$ cat config.mk
export PLATFORM = sky130hd
export DESIGN_NAME = hazard_stall_controller
export DESIGN_NICKNAME = d
export VERILOG_FILES = /design/src/rtl/hazard_stall_controller.sv
export SDC_FILE = /design/constraint.sdc
export NUM_CORES = 1
export LEC_CHECK = 0
export ABC_CLOCK_PERIOD_IN_PS = 7000
export BUFFER_PORTS_ARGS = -buffer_cell sky130_fd_sc_hd__buf_2
export CAP_MARGIN = 20
export CELL_PAD_IN_SITES_DETAIL_PLACEMENT = 1
export CELL_PAD_IN_SITES_GLOBAL_PLACEMENT = 1
export CORE_MARGIN = 3
export CORE_UTILIZATION = 36
export CTS_BUF_LIST = sky130_fd_sc_hd__clkbuf_16
export DETAILED_ROUTE_END_ITERATION = 12
export PLACE_DENSITY_LB_ADDON = 0.1
export SLEW_MARGIN = 20
export SYNTH_ARGS = -nofsm -noshare
export SYNTH_HDL_FRONTEND = slang
export SYNTH_SLANG_ARGS = --single-unit
$ cat constraint.sdc
create_clock -name CLK -period 7 [get_ports CLK]
set_input_delay 1.4 -clock CLK [delete_from_list [all_inputs] [get_ports CLK]]
set_output_delay 1.4 -clock CLK [all_outputs]
set_load 0.01 [all_outputs]
$ cat src/rtl/hazard_stall_controller.sv
// -----------------------------------------------------------------------------
// hazard_stall_controller
//
// Hazard and sequencing controller for the 5-stage MIPS pipeline. It decides
// when fetch/decode must hold, when the decode and execute registers must be
// cleared, and which forwarding paths feed the decode comparator and the ALU.
// It also tracks the multi-cycle mult/div unit with a small IDLE/BUSY FSM.
//
// Build option:
//   HAZARD_FORWARDING_EN  defined   -> M/W forwarding enabled, no RAW stall
//                         undefined -> forwarding selects tied to 0, every
//                                      RAW on an E or M producer stalls
//                                      decode (W is covered by the
//                                      write-first register file)
//
// Ports:
//   CLK, RST                 clock, asynchronous active-low reset
//   RsD, RtD                 decode source registers
//   RsE, RtE                 execute source registers
//   WriteRegE/M/W            destination register in E/M/W
//   RegWriteE/M/W            destination write enable in E/M/W
//   MemtoRegE/M              load in E/M
//   BranchD, JumpD, PCSrcD   branch in D, jump in D, branch taken
//   MdUseD                   decode instruction needs the mult/div unit
//   MdStartE, MdDivE         mult/div issue in E, 1 = div / 0 = mult
//   StallF, StallD, FlushE   pipeline hold / bubble
//   FlushD                   clear F->D register on redirect
//   ForwardAD, ForwardBD     decode comparator forward from M
//   ForwardAE, ForwardBE     ALU operand select: 00 RF, 10 M, 01 W
//   MdBusy                   mult/div unit busy
//   StallCount               saturating count of cycles with StallD = 1
// -----------------------------------------------------------------------------
module hazard_stall_controller #(
  parameter int REG_ADDR_W = 5,
  parameter int MUL_CYCLES = 4,
  parameter int DIV_CYCLES = 32,
  parameter int CNT_W      = 6,
  parameter int PERF_W     = 16
) (
  input  logic                  CLK,
  input  logic                  RST,
  input  logic [REG_ADDR_W-1:0] RsD,
  input  logic [REG_ADDR_W-1:0] RtD,
  input  logic [REG_ADDR_W-1:0] RsE,
  input  logic [REG_ADDR_W-1:0] RtE,
  input  logic [REG_ADDR_W-1:0] WriteRegE,
  input  logic [REG_ADDR_W-1:0] WriteRegM,
  input  logic [REG_ADDR_W-1:0] WriteRegW,
  input  logic                  RegWriteE,
  input  logic                  RegWriteM,
  input  logic                  RegWriteW,
  input  logic                  MemtoRegE,
  input  logic                  MemtoRegM,
  input  logic                  BranchD,
  input  logic                  JumpD,
  input  logic                  PCSrcD,
  input  logic                  MdUseD,
  input  logic                  MdStartE,
  input  logic                  MdDivE,
  output logic                  StallF,
  output logic                  StallD,
  output logic                  FlushD,
  output logic                  FlushE,
  output logic                  ForwardAD,
  output logic                  ForwardBD,
  output logic [1:0]            ForwardAE,
  output logic [1:0]            ForwardBE,
  output logic                  MdBusy,
  output logic [PERF_W-1:0]     StallCount
);

`ifdef HAZARD_FORWARDING_EN
  localparam logic FWD_EN = 1'b1;
`else
  localparam logic FWD_EN = 1'b0;
`endif

  localparam logic [CNT_W-1:0] MUL_LOAD = CNT_W'(MUL_CYCLES - 1);
  localparam logic [CNT_W-1:0] DIV_LOAD = CNT_W'(DIV_CYCLES - 1);

  typedef enum logic {
    IDLE = 1'b0,
    BUSY = 1'b1
  } md_state_t;

  md_state_t             state_r;
  logic [CNT_W-1:0]      cnt_r;
  logic [PERF_W-1:0]     stall_count_r;

  logic                  lwstall_s;
  logic                  brstall_s;
  logic                  mdstall_s;
  logic                  rawstall_s;
  logic                  stall_s;
  logic                  hit_e_s;
  logic                  hit_m_s;
  logic                  hit_load_m_s;
  logic [1:0]            fwd_ae_s;
  logic [1:0]            fwd_be_s;

  // A producer matches a consumer only if it writes and the register is not R0.
  function automatic logic reg_hit(
    input logic [REG_ADDR_W-1:0] src,
    input logic [REG_ADDR_W-1:0] dst,
    input logic                  we
  );
    return we && (src != {REG_ADDR_W{1'b0}}) && (src == dst);
  endfunction

  // Execute-stage operand select: the younger M result beats the W result.
  function automatic logic [1:0] fwd_sel(
    input logic [REG_ADDR_W-1:0] src
  );
    logic [1:0] sel;
    if (reg_hit(src, WriteRegM, RegWriteM)) begin
      sel = 2'b10;
    end else if (reg_hit(src, WriteRegW, RegWriteW)) begin
      sel = 2'b01;
    end else begin
      sel = 2'b00;
    end
    return sel;
  endfunction

  // Hazard detection: load-use, branch operand not ready, busy mult/div, RAW.
  always_comb begin
    hit_e_s      = reg_hit(RsD, WriteRegE, RegWriteE) | reg_hit(RtD, WriteRegE, RegWriteE);
    hit_m_s      = reg_hit(RsD, WriteRegM, RegWriteM) | reg_hit(RtD, WriteRegM, RegWriteM);
    hit_load_m_s = reg_hit(RsD, WriteRegM, MemtoRegM) | reg_hit(RtD, WriteRegM, MemtoRegM);
    lwstall_s    = MemtoRegE & hit_e_s;
    brstall_s    = BranchD & (hit_e_s | hit_load_m_s);
    mdstall_s    = MdUseD & (state_r == BUSY);
    // Without forwarding every in-flight E/M producer must drain first.
    rawstall_s   = ~FWD_EN & (hit_e_s | hit_m_s);
    stall_s      = lwstall_s | brstall_s | mdstall_s | rawstall_s;
  end

  // Forwarding selects, forced to the register-file path when disabled.
  always_comb begin
    fwd_ae_s = fwd_sel(RsE);
    fwd_be_s = fwd_sel(RtE);
    if (FWD_EN) begin
      ForwardAE = fwd_ae_s;
      ForwardBE = fwd_be_s;
      ForwardAD = reg_hit(RsD, WriteRegM, RegWriteM);
      ForwardBD = reg_hit(RtD, WriteRegM, RegWriteM);
    end else begin
      ForwardAE = 2'b00;
      ForwardBE = 2'b00;
      ForwardAD = 1'b0;
      ForwardBD = 1'b0;
    end
  end

  // Stall/flush drive; a held decode stage must never be cleared by a redirect.
  always_comb begin
    StallF = stall_s;
    StallD = stall_s;
    FlushE = stall_s;
    FlushD = (PCSrcD | JumpD) & ~stall_s;
  end

  // Mult/div busy tracker: load the op length minus one, count down to zero.
  always_ff @(posedge CLK or negedge RST) begin
    if (!RST) begin
      state_r <= IDLE;
      cnt_r   <= {CNT_W{1'b0}};
    end else begin
      case (state_r)
        IDLE: begin
          if (MdStartE) begin
            state_r <= BUSY;
            cnt_r   <= MdDivE ? DIV_LOAD : MUL_LOAD;
          end else begin
            state_r <= IDLE;
            cnt_r   <= cnt_r;
          end
        end
        BUSY: begin
          // An issue while busy cannot happen (decode is stalled), so ignore it.
          if (cnt_r == {CNT_W{1'b0}}) begin
            state_r <= IDLE;
            cnt_r   <= cnt_r;
          end else begin
            state_r <= BUSY;
            cnt_r   <= cnt_r - CNT_W'(1);
          end
        end
        default: begin
          state_r <= IDLE;
          cnt_r   <= {CNT_W{1'b0}};
        end
      endcase
    end
  end

  // Saturating stall-cycle performance counter.
  always_ff @(posedge CLK or negedge RST) begin
    if (!RST) begin
      stall_count_r <= {PERF_W{1'b0}};
    end else if (stall_s && (stall_count_r != {PERF_W{1'b1}})) begin
      stall_count_r <= stall_count_r + PERF_W'(1);
    end else begin
      stall_count_r <= stall_count_r;
    end
  end

  assign MdBusy     = (state_r == BUSY);
  assign StallCount = stall_count_r;

endmodule
# After elaboration in Yosys (flattened, before gate mapping)
# Cells that the tools add are included.
[word_totals]
reg_bits = 23
input_bits = 48
out_inout_bits = 27
wordCells = 51
[op_classes]
addsub = 2
eq_ne = 7
n_mux = 7
n_bitwise = 15
reduce_logical = 17
[ops]
columns = ["cell", "n"]
rows = [
  ["$eq A5 B5 Y1", 4],
  ["$add A16 B1 Y16 const B", 1],
  ["$ne A16 B16 Y1 const B", 1],
  ["$logic_and A1 B1 Y1", 13],
  ["$mux W6", 2],
  ["$pmux W6 S2", 1],
  ["$reduce_bool A5 Y1", 2],
  ["$or A1 B1 Y1", 9],
  ["$logic_not A6 Y1", 1],
  ["$sub A6 B1 Y6 const B", 1],
  ["$mux W5", 1],
  ["$and A1 B1 Y1", 4],
  ["$ne A2 B2 Y1 const B", 2],
  ["$mux W1", 2],
  ["$not A1 Y1", 2],
  ["$pmux W1 S2", 1],
  ["$reduce_and A2 Y1", 1],
]

# Depth between registers and ports, before layout
# Gate-level depths: netlist of run 1.
[depth]
depth_word = 11
depth_mapped = 8
mapped_depth_nobuf = 8

# Worst setup path before layout of run 1
# No wires, ideal clock.
[synth_path]
path_kind = "input -> output"
startpoint = "in RsD[1]"
endpoint = "out FlushD"
arrival_ns = 2.804
required_time_ns = 5.600
setup_slack_ns = 2.796
cell_stages = 7
path_buffers = 1
cell_sequence = "or4_1 -> nor2_2 -> nor4_1 -> a211oi_2 -> o21ai_2 -> buf_6 -> nor2_1"
[synth_via]
elab_chain_len = 11
elab_cells_between_ends = 21
classes_between = "eq/ne (2); bitwise (12); reduce/logical (7)"
[synth_lines]
columns = ["element", "line_no", "rtl"]
rows = [
  ["from (decl)", "42", "input logic [REG_ADDR_W-1:0] RsD,"],
  ["$reduce_bool A5 Y1", "107", "return we && (src != {REG_ADDR_W{1'b0}}) && (src == dst);"],
  ["$logic_and A1 B1 Y1 (2 in a row)", "107", ""],
  ["$or A1 B1 Y1 (on tied branches)", "127, 129", ""],
  ["$or A1 B1 Y1", "131", "brstall_s = BranchD & (hit_e_s | hit_load_m_s);"],
  ["$and A1 B1 Y1", "131", ""],
  ["$or A1 B1 Y1 (2 in a row)", "135", "stall_s = lwstall_s | brstall_s | mdstall_s | rawstall_s;"],
  ["$or A1 B1 Y1 (*)", "135", ""],
  ["net FlushE", "63", "output logic FlushE,"],
  ["$not A1 Y1 (*)", "160", "FlushD = (PCSrcD | JumpD) & ~stall_s;"],
  ["$and A1 B1 Y1 (*)", "160", ""],
  ["to (decl)", "62", "output logic FlushD,"],
]
# The timed path passes the listed nets; every way through them passes the cells marked *.

# Final worst setup path of run 1
[layout_path]
startpoint = "in RsD[1]"
endpoint = "out StallF"
[layout_via]
elab_chain_len = 9
elab_cells_between_ends = 19
classes_between = "eq/ne (2); bitwise (10); reduce/logical (7)"
[layout_lines]
columns = ["element", "line_no", "rtl"]
rows = [
  ["$reduce_bool A5 Y1", "107", ""],
  ["$logic_and A1 B1 Y1 (2 in a row)", "107", ""],
  ["$or A1 B1 Y1 (on tied branches)", "127, 129", ""],
  ["$or A1 B1 Y1", "131", ""],
  ["$and A1 B1 Y1", "131", ""],
  ["$or A1 B1 Y1 (2 in a row)", "135", ""],
  ["$or A1 B1 Y1 (*)", "135", ""],
  ["to (decl)", "60", "output logic StallF,"],
]
# Every way passes the cells marked *; elsewhere a longest branch is shown, timed or not.

==> flow_summary.toml, run 1 <==
[setup_path]
startpoint_type = "input pin"
critPathBufInv = 2
crit_top_cell = "buf_2"
crit_chain = "buf_2 > xnor2_1 > nand3_1 > nor4_1 > a31oi_1 > o21ai_2 > buf_2"
crit_type = "input pin to output port"
worst_ep_arrival_time_ns = 3.24
worst_ep_required_time_ns = 5.60
slowest_delay_ns = 0.82
end_kind = "output port"
slowest_stage = "o21ai_2"
crit_cells = 7
worstPathMaxFanout = 20
cp_top_family = "compound AO/OA/AOI/OAI gates"
r2r_cells = 6

[grt]
grt_pass1_wl_microns = 6570
grt_antenna_before_repair = 0
grt_pass1_vias = 1379
grt_max_degree = 24
grt_overflow_total = 0
grt_usage_pct = 15.7

[routing]
via_per_inst = 5.13
route.detailed.wl_per_inst_microns = 15.6
drtIter0Drc = 27
routed_wl_microns = 3950
final_antenna_net_count = 0
via_count = 1298
drcViolationCount = 0
firstDrtPassIters = 4

[floorplanning]
die_w_microns = 72.3
core_sq_um = 4120
ios = 75
fp-row-count = 23
start_util_pct = 38.4
die_area_sq_um = 5220
die_h_microns = 72.3

[cts]
cts_inserted_buffers = 3
cts_resized = 0
cts_tree = "yes"
htree_num_levels = 1
clockBufferDepth = 2
post_cts_buffers = 0
clkTransAtPathRegs_ns = 0.06
clock_latency_ns = 0.25
cts_hold_buf = 0
root_buffer = "clkbuf_16"
numClockSinks = 23

[sta]
finalHoldWorstSlack_ns = 0.508
max_freq_mhz = 215
finalSetupViolCount = 0
finClkSkew_ns = 0.00208
setup-tns-final_ns = 0
worstMarginPinSlew_ns = 1.03
hold_viol = 0
grt_setup_unrepaired = "false"
min_period_over_period_pct = 66.3
maxSlewViolCount = 0
finalCriticalPeriod_ns = 4.64
maxSlewHeadroom_pct = 31.6

[placed_design]
hpwl_microns = 3090
place_area_sq_um = 1830
portBuffers = 51
place_congestion = 0.790

[power_and_ir_drop]
p_int_mw = 0.345
switching_share_pct = 36.2
p_leak_nw = 0.921
peakVddDrop_v = 0.000143
power.switching_mw = 0.196
p_clk_share_pct = 23.0
combPwrFrac_pct = 35.9
seq_power_share_pct = 41.1
power-per-cell-area_nw_per_um2 = 283

[synth]
ys_seq_area_share_pct = 36.4
syn_avg_cell_area_sq_um = 10.2
ys_warn_count = 0
synth_flop_cell = "dfrtp_1"
synth.most_common_cell = "xnor2_1"
synth_cell_types = 43
synthTopCellsByArea = "dfrtp_1, xnor2_1, buf_4"
async_flop_share_pct = 100
post-synth-top-area-cell = "dfrtp_1"
syn_inst = 155
ys_ff_latch = 23
synth_top_area_share_pct = 36.4
synth_edf_count = 0
yosys-top-cells-count = "xnor2_1, dfrtp_1, buf_4"
syn_area_sq_um = 1580

[min_path]
hold_class = "flip-flop to flip-flop"
whs_path_depth = 1

[final_layout]
area.growth.synth_to_final_pct = 20.8
num_antenna_cells = 0
drive_gt1_share_pct = 37.4
design_area_sq_um = 1910
final_nets = 254
fillCellCount = 479
seq_area_sq_um = 576
multi_input_area_sq_um = 926

[flow_run]
maxCapViolCount = 0

[run_status]
status = "finished, final reports clean"
-- power by group through the flow --
stage	clock, mW	combinational, mW	sequential, mW
after floorplan	0	0.136	0.219
after detailed placement	0	0.196	0.224
after CTS	0.130	0.198	0.222
after global placement	0	0.188	0.221
after global routing	0.135	0.219	0.229
final	0.124	0.194	0.222
-- cells by family after synthesis --
logic type | after synthesis | synth area share [%]
XOR/XNOR | 36 | 19.9
AO/OA/AOI/OAI | 14 | 6.17
adder cells (fa/ha/maj) | 2 | 1.58
buffers and inverters | 15 | 6.25
flip-flops | 23 | 36.4
other | 1 | 0.237
AND/OR/NAND/NOR | 60 | 26.6
multiplexers | 4 | 2.85
-- state kept, by name, summed over array words and instances, names as in the netlist --
signal      cells
StallCount     16
cnt_r           6
MdBusy          1
-- area by class of cell --
class	count	area share [%]
Tap cell	50	3.27
Clock buffer	3	3.93
Timing Repair Buffer	51	13.4
Clock inverter	1	0.262
Inverter	3	0.589
Multi-Input combinational cell	122	48.5
Sequential cell	23	30.1
-- cells in the final DEF, fill, tap and decap left out, types with 2 or more instances in the layout --
cell	instances
and3_2	2
dfrtp_1	23
nand2_1	7
and3_1	4
clkbuf_16	3
nand3_1	5
nor2_1	7
a21oi_1	2
nand2b_1	3
conb_1	6
nor3_1	2
mux2_2	4
nor4_1	3
nand4_1	6
a31oi_1	5
inv_1	3
nand4_2	3
o21ai_0	2
xnor2_1	29
and4_1	3
ha_1	2
buf_2	51
xor2_1	7
nand3_2	3
-- metal layers --
layer,routed length (microns),vias to the layer above,global-route usage (%),part of all wire (%)
li1,-,632,-,-
met1,1710,627,19.6,43
met2,2020,37,28.3,51
met3,194,2,2.22,4.9
met4,19,0,3.76,0.48
met5,0,-,0,0
-- final timing paths --
kind | to | slack (ns) | startpoint
max | StallF | 2.36 | RsD[1]
min | StallCount[15] | 0.51 | StallCount[15]
max in group asynchronous | StallCount[4] | 5.51 | RST
max reg2reg | StallCount[5] | 4.81 | StallCount[4]
min in group asynchronous | cnt_r[4] | 1.13 | RST
min reg2reg | StallCount[15] | 0.51 | StallCount[15]
-- through the flow --
stage / util [%] / cells / total power, mW / setup WS, ns
CTS: 46.4 / 253 / 0.550 / 2.35
finish: 46.4 / 253 / 0.540 / 2.36
detailed placement: 44.5 / 249 / 0.420 / 2.35
global placement: 44.5 / 249 / 0.409 / 2.40
floorplan: - / 160 / 0.355 / 2.80
global route: 46.4 / 253 / 0.584 / 2.18
(Power assumes the default switching activity.)
==> inputs of run 2 (changes only) <==
--- a/config.mk
+++ b/config.mk
@@ -5,13 +5,13 @@
 export SDC_FILE = /design/constraint.sdc
 export NUM_CORES = 1
 export LEC_CHECK = 0
-export ABC_CLOCK_PERIOD_IN_PS = 7000
+export ABC_CLOCK_PERIOD_IN_PS = 4300
 export BUFFER_PORTS_ARGS = -buffer_cell sky130_fd_sc_hd__buf_2
 export CAP_MARGIN = 20
 export CELL_PAD_IN_SITES_DETAIL_PLACEMENT = 1
 export CELL_PAD_IN_SITES_GLOBAL_PLACEMENT = 1
 export CORE_MARGIN = 3
-export CORE_UTILIZATION = 36
+export CORE_UTILIZATION = 34
 export CTS_BUF_LIST = sky130_fd_sc_hd__clkbuf_16
 export DETAILED_ROUTE_END_ITERATION = 12
 export PLACE_DENSITY_LB_ADDON = 0.1
==> constraint.sdc (replaced) <==
create_clock -name CLK -period 4.3 [get_ports CLK]
set_input_delay 0.86 -clock CLK [delete_from_list [all_inputs] [get_ports CLK]]
set_output_delay 0.86 -clock CLK [all_outputs]
set_load 0.01 [all_outputs]
==> run 2 against run 1 <==
  * Worst setup slack got worse by 1.5 ns
  * Routed wire length decreased by 1.2%
  * Register-to-register slack worse by 2.6 ns
  * Critical path depth did not move
  * Non-clock buffer count increased by 1
  * First-iteration DRC count decreased by 7.4%
  * Largest power group unchanged
  * Clock power up 59%
  * Total power increased by 62%
  * Final cell count is 1.2% higher
  * Hold slack got worse by 0.019 ns
  * Combinational power up 65%
  * Largest cell class unchanged
==> flow_summary.toml, run 2 (synthesized netlist as in run 1, its figures left out) <==
[setup_path]
startpoint_type = "input pin"
worst_ep_required_time_ns = 3.44
r2r_end = "StallCount[5]"
end_kind = "output port"
r2r_slack_ns = 2.16
worst_ep_arrival_time_ns = 2.61
crit_type = "input pin to output port"
worstPathMaxFanout = 15
r2r_cells = 6
worstReg2RegStart = "StallCount[3]"

[routing]
firstDrtPassIters = 4
dr_wl_met2_microns = 2020
route.detailed.wl_per_inst_microns = 15.2
dr_wl_met3_microns = 190
final_antenna_net_count = 0
topRoutingLayerUsed = "met4"
met1Wirelength_microns = 1600
drcViolationCount = 0
drtIter0Drc = 25
via_count = 1324
routed_wl_microns = 3900
via_per_inst = 5.17

[floorplanning]
start_util_pct = 35.8
ios = 75
fp-row-count = 24
die_area_sq_um = 5510
core_sq_um = 4410
die_h_microns = 74.2
die_w_microns = 74.2

[cts]
clock_latency_ns = 0.25
cts_tree = "yes"
clockBufferDepth = 2
cts_hold_buf = 0
clkTransAtPathRegs_ns = 0.06
cts_inserted_buffers = 3
htree_num_levels = 1
root_buffer = "clkbuf_16"
post_cts_buffers = 0
numClockSinks = 23
cts_resized = 0

[placed_design]
portBuffers = 51
place_area_sq_um = 1840
place_congestion = 0.785
hpwl_microns = 3140

[min_path]
min_from = "StallCount[11]"
hold_class = "flip-flop to flip-flop"
whs_path_depth = 1
hold_path_end = "StallCount[11]"

[final_layout]
fillCellCount = 512
layout_commonest_cell = "buf_2"
largest_reg_flops = 16
multi_input_area_sq_um = 926
num_antenna_cells = 0
drive_gt1_share_pct = 37.3
layout_common_cells = "buf_2, xnor2_1, dfrtp_1"
design_area_sq_um = 1920
area.growth.synth_to_final_pct = 21.4
seq_area_sq_um = 576
final_nets = 255

[grt]
grt_usage_pct = 14.6
grt_antenna_before_repair = 0
grt_pass1_vias = 1323
grt_max_degree = 24
grt_pass1_wl_microns = 6230
grt_overflow_total = 0

[sta]
setup-tns-final_ns = 0
max_freq_mhz = 288
worstMarginPinSlew_ns = 0.737
finalSetupViolCount = 0
finClkSkew_ns = 0.00200
grt_setup_unrepaired = "false"
hold_viol = 0
finalCriticalPeriod_ns = 3.47
min_period_over_period_pct = 80.6
maxSlewViolCount = 0
maxSlewHeadroom_pct = 50.9

[run_status]
status = "finished, final reports clean"

[power_and_ir_drop]
peakVddDrop_v = 0.000148
total_power_mw = 0.876
power-per-cell-area_nw_per_um2 = 457
p_leak_nw = 0.927

[flow_run]
maxCapViolCount = 0
## run 2: cell count changes in the layout (fill, tap and decap cells not counted), sizes merged
cell,change
buf,+1
clkinv,-1
inv,+1
## run 2: power breakdown
part	switching, mW	internal (mW)
logic	0.163	0.158
clock network	0.0731	0.124
registers	0.0769	0.281
## run 2: layout make-up
cell class                      count  share of cell area (%)
Multi-Input combinational cell    122                    48.2
Sequential cell                    23                    30.0
Timing Repair Buffer               52                    13.7
Clock buffer                        3                    3.91
Tap cell                           52                    3.39
Inverter                            3                   0.587
Clock inverter                      1                   0.196
## run 2: through the flow
stage          setup slack [ns]  std cells  util (%)  hold slack (ns)
2_1_floorplan              1.18        160         -            0.479
3_3_place_gp              0.872        252      41.7            0.479
3_5_place_dp              0.810        252      41.7            0.480
4_1_cts                   0.803        256      43.5            0.493
5_1_grt                   0.704        256      43.5            0.508
6_report                  0.833        256      43.5            0.490
## run 2: worst max-delay path by stage
stage	cells past startpoint	to	from
after global routing	7	FlushD	RtD[3]
after CTS	7	FlushD	RtD[3]
after global placement	7	FlushD	RtD[3]
after detailed placement	7	FlushD	RtD[3]
final	7	FlushD	RtD[3]
after floorplan	7	FlushD	RsD[1]
## run 2: worst max-delay path, stage by stage
cell and delay [ns]:
buf_2 0.12, xor2_1 0.15, nor4_1 0.41, a31oi_1 0.17, o21ai_2 0.62, nor2_1 0.10, buf_2 0.17
## run 2: routing by layer
metal | vias to the layer above | GRT usage [%]
met5 | - | 0
met3 | 6 | 2.43
li1 | 633 | -
met2 | 41 | 25.7
met4 | 0 | 5.63
met1 | 644 | 17.7
==> inputs of run 3 (changes only) <==
--- a/config.mk
+++ b/config.mk
@@ -5,13 +5,13 @@
 export SDC_FILE = /design/constraint.sdc
 export NUM_CORES = 1
 export LEC_CHECK = 0
-export ABC_CLOCK_PERIOD_IN_PS = 4300
+export ABC_CLOCK_PERIOD_IN_PS = 2810
 export BUFFER_PORTS_ARGS = -buffer_cell sky130_fd_sc_hd__buf_2
 export CAP_MARGIN = 20
 export CELL_PAD_IN_SITES_DETAIL_PLACEMENT = 1
 export CELL_PAD_IN_SITES_GLOBAL_PLACEMENT = 1
 export CORE_MARGIN = 3
-export CORE_UTILIZATION = 34
+export CORE_UTILIZATION = 31
 export CTS_BUF_LIST = sky130_fd_sc_hd__clkbuf_16
 export DETAILED_ROUTE_END_ITERATION = 12
 export PLACE_DENSITY_LB_ADDON = 0.1
==> constraint.sdc (replaced) <==
create_clock -name CLK -period 2.81 [get_ports CLK]
set_input_delay 0.562 -clock CLK [delete_from_list [all_inputs] [get_ports CLK]]
set_output_delay 0.562 -clock CLK [all_outputs]
set_load 0.01 [all_outputs]
==> run 3 against run 2 <==
  * Largest power group unchanged
  * Final cell count is 5.9% higher
  * Clock skew is 0.0020 ns higher
  * Critical endpoint unchanged
  * Routed wire length is 6.9% higher
  * Clock power is 60% higher
  * Combinational power is 53% higher
  * First-iteration DRC count is 4.0% higher
  * Non-clock buffer count stayed put
  * Sequential power is 54% higher
  * Clock-buffer cell count stayed put
  * Worst setup slack worse by 0.68 ns
  * Hold slack worse by 0.20 ns
  * Cell area is 1.0% higher
==> flow_summary.toml, run 3 (synthesized netlist as in run 1, its figures left out) <==
[cts]
cts_inserted_buffers = 3
numClockSinks = 23
htree_num_levels = 1
clock_latency_ns = 0.26
cts_hold_buf = 0
post_cts_buffers = 0
root_buffer = "clkbuf_16"
cts_tree = "yes"
cts_resized = 0
clkTransAtPathRegs_ns = 0.06
clockBufferDepth = 2

[setup_path]
critPathBufInv = 2
crit_chain = "buf_2 > or4_1 > nor2_2 > nor4_1 > a211oi_2 > o21ai_2 > nor2_1 > buf_2"
slowest_delay_ns = 0.58
worst_ep_arrival_time_ns = 2.10
worst_ep_required_time_ns = 2.25
startpoint_type = "input pin"
worstPathMaxFanout = 5
cp_top_family = "simple AND/OR/NAND/NOR gates"
crit_top_cell = "buf_2"
crit_type = "input pin to output port"
end_kind = "output port"
slowest_stage = "or4_1"

[floorplanning]
die_w_microns = 77.4
core_sq_um = 4820
start_util_pct = 32.8
die_area_sq_um = 5990
fp-row-count = 25
die_h_microns = 77.4
ios = 75

[grt]
grt_usage_pct = 14.5
grt_overflow_total = 0
grt_pass1_vias = 1369
grt_pass1_wl_microns = 7010
grt_max_degree = 24
grt_antenna_before_repair = 0

[power_and_ir_drop]
p_clk_share_pct = 23.2
power-per-cell-area_nw_per_um2 = 700
combPwrFrac_pct = 36.1
switching_share_pct = 36.5
p_leak_nw = 0.926
seq_power_share_pct = 40.7
power.switching_mw = 0.496
peakVddDrop_v = 0.000501
total_power_mw = 1.36
p_int_mw = 0.862

[sta]
max_freq_mhz = 376
maxSlewHeadroom_pct = 63.1
finalCriticalPeriod_ns = 2.66
finalSetupViolCount = 0
hold_viol = 0
min_period_over_period_pct = 94.6
finClkSkew_ns = 0.00398
maxSlewViolCount = 0
grt_setup_unrepaired = "false"
setup-tns-final_ns = 0
worstMarginPinSlew_ns = 0.554
setup_ws_ns = 0.151

[routing]
final_antenna_net_count = 0
drcViolationCount = 0
via_per_inst = 4.88
firstDrtPassIters = 4
drtIter0Drc = 26
routed_wl_microns = 4170
route.detailed.wl_per_inst_microns = 15.4
via_count = 1322

[placed_design]
hpwl_microns = 3310
place_congestion = 0.776
preCtsSetupSlack_ns = 0.111
portBuffers = 51
placed_cells = 267

[final_layout]
layout_common_cells = "buf_2, xnor2_1, dfrtp_1"
area.growth.synth_to_final_pct = 22.6
layout_commonest_cell = "buf_2"
num_antenna_cells = 0
final_nets = 255
drive_gt1_share_pct = 37.7
largest_reg_flops = 16
fillCellCount = 592
utilization_pct = 40.3
stdcell_count = 271

[run_status]
status = "finished, final reports clean"

[min_path]
hold_class = "input pin to async pin"

[flow_run]
maxCapViolCount = 0
==> run 3: final timing paths <==
| kind | start | end | slack (ns) | cells past startpoint |
|---|---|---|---|---|
| max reg2reg | StallCount[3] | StallCount[15] | 0.67 | 6 |
| min reg2reg | StallCount[11] | StallCount[11] | 0.50 | 1 |
| min in group CLK | StallCount[11] | StallCount[11] | 0.50 | 1 |
| max in group asynchronous | RST | cnt_r[0] | 2.15 | 1 |
| max | RsD[1] | FlushD | 0.15 | 8 |
| min | RST | StallCount[5] | 0.29 | 1 |
==> run 3: power groups by stage <==
stage	combinational, mW	clock [mW]	sequential, mW
after floorplan	0.340	0	0.545
after global placement	0.473	0	0.546
after detailed placement	0.499	0	0.556
after CTS	0.502	0.326	0.552
after global routing	0.555	0.339	0.571
final	0.490	0.315	0.553
==> run 3: metal layers <==
metal  up-vias  share of wire, %  track usage, %
li1        633                 -               -
met3         2               5.9            3.02
met5         -                 0               0
met4         0              0.43            2.85
met1       653                43            19.1
met2        34                51            24.5
==> run 3: worst register-to-register path: stages, from the launching register on <==
cell      delay [ns]
dfrtp_1         0.44
and4_1          0.34
and3_2          0.31
nand3b_4        0.16
and4_1          0.45
nand4_2         0.16
xnor2_1         0.16
==> run 3: cell type report <==
| type | instances | area, sq um | share of cell area [%] |
|---|---|---|---|
| Clock buffer | 3 | 75.1 | 3.87 |
| Tap cell | 67 | 83.8 | 4.32 |
| Sequential cell | 23 | 576 | 29.7 |
| Inverter | 3 | 11.3 | 0.581 |
| Multi-Input combinational cell | 122 | 926 | 47.7 |
| Clock inverter | 1 | 5.00 | 0.258 |
| Timing Repair Buffer | 52 | 263 | 13.5 |
==> run 3: metrics by stage <==
| stage | hold slack (ns) | cell area, sq um |
|---|---|---|
| after detailed placement | 0.492 | 1860 |
| after floorplan | 0.266 | 1600 |
| final | 0.286 | 1940 |
| after global routing | 0.322 | 1940 |
| after global placement | 0.477 | 1860 |
| after CTS | 0.303 | 1940 |
